===== src/rtl/tpu_pkg.sv =====
// Shared TPU datapath types: the MMU result word and accumulator addressing.
package tpu_pkg;

    localparam int WORD_WIDTH             = 32;
    localparam int DEFAULT_ACC_ADDR_WIDTH = 8;

    typedef logic [WORD_WIDTH-1:0]             word_type;
    typedef logic [DEFAULT_ACC_ADDR_WIDTH-1:0] acc_addr_type;

endpackage


===== src/rtl/systolic_delay_line.sv =====
// Enabled shift register of DEPTH stages with synchronous clear.
// DEPTH = 0 degenerates to a wire.
module systolic_delay_line #(
    parameter int WIDTH = 32,
    parameter int DEPTH = 1
) (
    input  logic             clk,
    input  logic             rst,
    input  logic             enable,
    input  logic [WIDTH-1:0] d,
    output logic [WIDTH-1:0] q
);

    if (DEPTH == 0) begin : g_bypass
        logic unused_ctrl;
        assign unused_ctrl = ^{clk, rst, enable};
        assign q = d;
    end else begin : g_shift
        logic [WIDTH-1:0] stage_p [DEPTH];

        // Shift one position per enabled cycle; clear every stage on reset.
        always_ff @(posedge clk) begin
            if (rst) begin
                for (int i = 0; i < DEPTH; i++) begin
                    stage_p[i] <= '0;
                end
            end else if (enable) begin
                stage_p[0] <= d;
                for (int i = 1; i < DEPTH; i++) begin
                    stage_p[i] <= stage_p[i-1];
                end
            end
        end

        assign q = stage_p[DEPTH-1];
    end

endmodule


===== src/rtl/systolic_result_deskew_unit.sv =====
// Removes the column skew of MMU result rows: column j is delayed by
// (MATRIX_WIDTH-1-j) enabled cycles so a whole row lines up, and the row's
// accumulator address / accumulate flag ride alongside it.
module systolic_result_deskew_unit
    import tpu_pkg::*;
#(
    parameter int MATRIX_WIDTH   = 14,
    parameter int ACC_ADDR_WIDTH = DEFAULT_ACC_ADDR_WIDTH
) (
    input  logic                          clk,
    input  logic                          rst,
    input  logic                          enable,
    input  logic                          valid_in,
    input  logic [ACC_ADDR_WIDTH-1:0]     addr_in,
    input  logic                          accumulate_in,
    input  word_type [MATRIX_WIDTH-1:0]   data_in,
    output word_type [MATRIX_WIDTH-1:0]   data_out,
    output logic                          valid_out,
    output logic [ACC_ADDR_WIDTH-1:0]     addr_out,
    output logic                          accumulate_out,
    output logic                          busy
);

    localparam int SB_W  = ACC_ADDR_WIDTH + 2;
    localparam int CNT_W = $clog2(MATRIX_WIDTH + 2);

    // ---- stage p0: per-column deskew delay lines and sideband delay ----
    word_type [MATRIX_WIDTH-1:0] col_p0;
    logic [SB_W-1:0]             sb_in;
    logic [SB_W-1:0]             sb_p0;

    for (genvar j = 0; j < MATRIX_WIDTH; j++) begin : g_col
        systolic_delay_line #(
            .WIDTH (WORD_WIDTH),
            .DEPTH (MATRIX_WIDTH - 1 - j)
        ) u_col_delay (
            .clk    (clk),
            .rst    (rst),
            .enable (enable),
            .d      (data_in[j]),
            .q      (col_p0[j])
        );
    end

    assign sb_in = {valid_in, addr_in, accumulate_in};

    systolic_delay_line #(
        .WIDTH (SB_W),
        .DEPTH (MATRIX_WIDTH - 1)
    ) u_sideband_delay (
        .clk    (clk),
        .rst    (rst),
        .enable (enable),
        .d      (sb_in),
        .q      (sb_p0)
    );

    // ---- stage p1: aligned output register ----
    word_type [MATRIX_WIDTH-1:0]  data_p1;
    logic                         vld_p1;
    logic [ACC_ADDR_WIDTH-1:0]    addr_p1;
    logic                         acc_p1;

    // Capture the aligned row and its sideband once every column has arrived.
    always_ff @(posedge clk) begin
        if (rst) begin
            data_p1 <= '0;
            vld_p1  <= 1'b0;
            addr_p1 <= '0;
            acc_p1  <= 1'b0;
        end else if (enable) begin
            data_p1                   <= col_p0;
            {vld_p1, addr_p1, acc_p1} <= sb_p0;
        end
    end

    assign data_out       = data_p1;
    assign addr_out       = addr_p1;
    assign accumulate_out = acc_p1;
    // A frozen cycle must not report the row; it is reported once enable returns.
    assign valid_out      = vld_p1 & enable;

    logic             row_accepted;
    logic             row_emitted;
    logic [CNT_W-1:0] inflight_count;

    assign row_accepted = enable & valid_in;
    assign row_emitted  = enable & vld_p1;

    // Track rows accepted but not yet emitted.
    always_ff @(posedge clk) begin
        if (rst) begin
            inflight_count <= '0;
        end else begin
            case ({row_accepted, row_emitted})
                2'b10:   inflight_count <= inflight_count + CNT_W'(1);
                2'b01:   inflight_count <= inflight_count - CNT_W'(1);
                default: inflight_count <= inflight_count;
            endcase
        end
    end

    assign busy = (inflight_count != '0);

    // An emitted row must always have been counted in.
    always_ff @(posedge clk) begin
        if (!rst && row_emitted && !row_accepted) begin
            assert (inflight_count != '0);
        end
    end

endmodule


===== config.mk =====
export PLATFORM = sky130hd
export DESIGN_NAME = systolic_result_deskew_unit
export DESIGN_NICKNAME = d
export VERILOG_FILES = /design/src/rtl/tpu_pkg.sv /design/src/rtl/systolic_delay_line.sv /design/src/rtl/systolic_result_deskew_unit.sv
export SDC_FILE = /design/constraint.sdc
export NUM_CORES = 2
export LEC_CHECK = 0
export ABC_AREA = 1
export BUFFER_PORTS_ARGS = -buffer_cell sky130_fd_sc_hd__buf_2
export CAP_MARGIN = 20
export CORE_MARGIN = 2
export CORE_UTILIZATION = 65
export DETAILED_ROUTE_END_ITERATION = 10
export MAX_ROUTING_LAYER = met4
export PLACE_DENSITY = 0.85
export SYNTH_ARGS = -nofsm -noshare
export SYNTH_HDL_FRONTEND = slang
export SYNTH_HIERARCHICAL = 1
export SYNTH_SLANG_ARGS = --single-unit

===== constraint.sdc =====
create_clock -name clk -period 17.8 [get_ports clk]
set_clock_uncertainty 0.05 [all_clocks]
set_input_delay 3.56 -clock clk [delete_from_list [all_inputs] [get_ports clk]]
set_output_delay 3.56 -clock clk [all_outputs]
set_load 0.01 [all_outputs]

==> results.tsv <==
stage	metric	value	unit
synth	EDFF count, synth	3042	
global_routing	first-pass GRT wire length	423	mm
sta	Final Critical Period	7.86	ns
placed_design	PortBufs	919	
clocking	Resized Gates After CTS	0	
cells_and_area	post-route cell area	0.152	sq mm
placed_design	cell area after placement	0.140	sq mm
drt	via count	77400	
floorplan	die area	0.215	sq mm
power	LEAKAGE	63.7	nW
synth	ys flop type	edfxtp_1	
cells_and_area	Layout area overhead	10.2	%
drt	drt total wl	282	mm
sta	max-slew violations	0	
sta	Setup-failing EPs final	0	
drt	drt first pass iters	8	
cells_and_area	Finished Layout Cells	15500	
synth	leading area contributor after synthesis	edfxtp_1	
drt	DR DRC count	0	
synth	#FFs+latches synth	3504	
sta	Slew @ Worst Pin	1.25	ns
floorplan	Top Ports	920	
sta	final worst-path cycle share	0.442	
synth	most frequent cell after synthesis	inv_1	
clocking	clk sinks	3504	
clocking	depth of the CTS H-tree	5	
clocking	Worst-path clk slew	0.06	ns
setup_path	Setup crit end kind	output port	
cells_and_area	final core utilization	0.722	
sta	Final Hold Slack	0.406	ns
sta	post-route setup TNS	0	ns
clocking	cts bufs inserted	354	
placed_design	Placer Congestion	0.928	
cells_and_area	layout cell share with drive strength beyond 1	0.150	
clocking	postcts setup bufs	0	
synth	sequential share of the synthesized area	0.731	
placed_design	HPWL after DPL	169	mm
global_routing	gr usage total	0.265	
floorplan	Chip Height	464	um
drt	DR vias/cell	4.98	
global_routing	GR Overflow Total	0	
setup_path	WP data required	14.19	ns
clocking	clk buf depth	4	
drt	ANT nets after route	0	
global_routing	initial antenna violation count	71	
synth	syn nets	12300	
floorplan	Die W	464	um
sta	Max Fclk	127	MHz
outcome	outcome	finished clean	
floorplan	core area	0.210	sq mm
synth	Netlist cell types	26	
drt	initial DRC count	8412	
global_routing	largest net degree at the start of global routing	254	
sta	RSZ-0062 raised after global routing	no	
min_path	hold crit path type	reg2reg	
drt	routed length per instance	18.2	um
setup_path	WS Path Type	in2out	
clocking	TritonCTS clock tree	built	
global_routing	vias in the first global route	77300	
cells_and_area	fillers	12400	
cells_and_area	fin nets	12900	
synth	Post-synth ARST share	0	
synth	Ys Warns	6	
clocking	worst-skew pair later-pin latency	0.96	ns
setup_path	arrival time at the worst endpoint	4.25	ns
synth	ranking of synthesized cells by area	edfxtp_1 (66%), inv_1 (8.4%), nor2_1 (7.3%), dfxtp_1 (6.7%), nand2_1 (2.5%)	
clocking	Root Buffer	clkbuf_16	
synth	Mapped Cells	11800	
clocking	Hold-fix buffers, CTS	0	
synth	Commonest cells post-synth	inv_1 (3063), edfxtp_1 (3042), nor2_1 (2671)	
floorplan	Cell Rows	168	
synth	synthesized area	0.138	sq mm
floorplan	Starting Density	0.655	
synth	top cell type's share of synthesized area	0.664	
setup_path	Setup crit start kind	primary input	
synth	Avg Cell Area, Syn	11.6	sq um
run	max cap viols	0	
placed_design	Post-Place Cells	14800	
sta	Slew headroom	0.169	
power	VDD IR max	0.101	mV
setup_path	largest fanout on the critical path	14	
sta	Hold Vio Cnt, Final	0	
power	Pwr per Cell Area	117	mW/mm^2
==> layout by cell type (no fill, tap or decap) <==
master / count
inv_1: 3063
edfxtp_1: 3042
nor2_1: 2671
nand2_1: 927
buf_2: 917
a21oi_1: 462
dfxtp_1: 462
clkbuf_16: 362
nor2_2: 274
nor2_4: 100
clkbuf_1: 99
buf_4: 62
clkinv_2: 58
diode_2: 55
clkinv_1: 44
clkbuf_8: 27
bufinv_16: 22
buf_16: 15
or2_4: 12
clkinvlp_4: 9
inv_6: 8
nand2_4: 7
buf_12: 6
nand2_8: 5
inv_2: 4
nand3_1: 3
ha_1: 3
clkinv_8: 3
inv_8: 2
xnor2_1: 2
o21ai_0: 2
or2_2: 2
nand2_2: 2
buf_8: 2
nand4_1: 1
a211oi_1: 1
clkbuf_4: 1
inv_16: 1
==> report_power, final <==
part	total (mW)	leakage (nW)	internal, mW	switching, mW
sequential	9.64	37.4	9.46	0.174
clock	7.17	5.46	4.17	3.00
combinational	0.900	20.8	0.241	0.659
==> cells by family (layout without fill, tap and decap cells) <==
kind of cell,after synthesis,in the layout,share of synthesized area
compound gates,465,465,0.0169
xor+xnor,2,2,0.000127
fa+ha+maj,3,3,0.000273
buf+inv,3870,4705,0.131
flops,3504,3504,0.731
other cells,0,55,0
simple gates,4004,4004,0.120
==> metrics by stage <==
step | setup WS (ns) | power (mW)
2_1_floorplan | 8.24 | 10.5
3_3_place_gp | 9.90 | 10.6
3_5_place_dp | 9.75 | 10.7
4_1_cts | 9.96 | 17.8
5_1_grt | 9.89 | 18.3
6_report | 9.94 | 17.7
==> registers in the layout, summed over array words and instances (netlist names) <==
name                               cells
g_col.u_col_delay/g_shift.stage_p   2912
inflight_count                         4
addr_out                               8
data_out                             448
vld_p1                                 1
u_sideband_delay/g_shift.stage_p     130
accumulate_out                         1
==> path summary, 6_finish.rpt <==
path / slack [ns] / cells after the start / endpoint / from
hold reg to reg: 0.41 / 2 / data_out[363]$_SDFFE_PP0P_ / data_out[363]$_SDFFE_PP0P_
hold / removal: 0.41 / 2 / data_out[363]$_SDFFE_PP0P_ / data_out[363]$_SDFFE_PP0P_
setup / recovery: 9.94 / 4 / valid_out / enable
setup reg to reg: 15.89 / 11 / inflight_count[2]$_SDFFE_PP0P_ / vld_p1$_SDFFE_PP0P_
==> final cells by class <==
type / count / area, sq um / share of cell area
diodes: 55 / 138 / 0.000908
clock buffers: 489 / 9810 / 0.0647
clock inverters: 146 / 1330 / 0.00880
inverters: 3068 / 11500 / 0.0760
multi-input cells: 4474 / 19100 / 0.126
flip-flops and latches: 3504 / 101000 / 0.664
well taps: 2805 / 3510 / 0.0232
repair buffers: 1002 / 5620 / 0.0371
==> layer usage <==
metal / vias up / wire length [um] / track usage
met5: - / 0 / -
met4: 0 / 20100 / 0.169
met3: 791 / 20700 / 0.0577
met2: 2973 / 141000 / 0.436
met1: 36800 / 100000 / 0.293
li1: 36800 / - / -
==> critical path, stage by stage <==
cell     delay (ns)
buf_8          0.27
nand2_1        0.09
inv_1          0.16
buf_2          0.16
No activity file was read; power rests on OpenSTA's default activity.
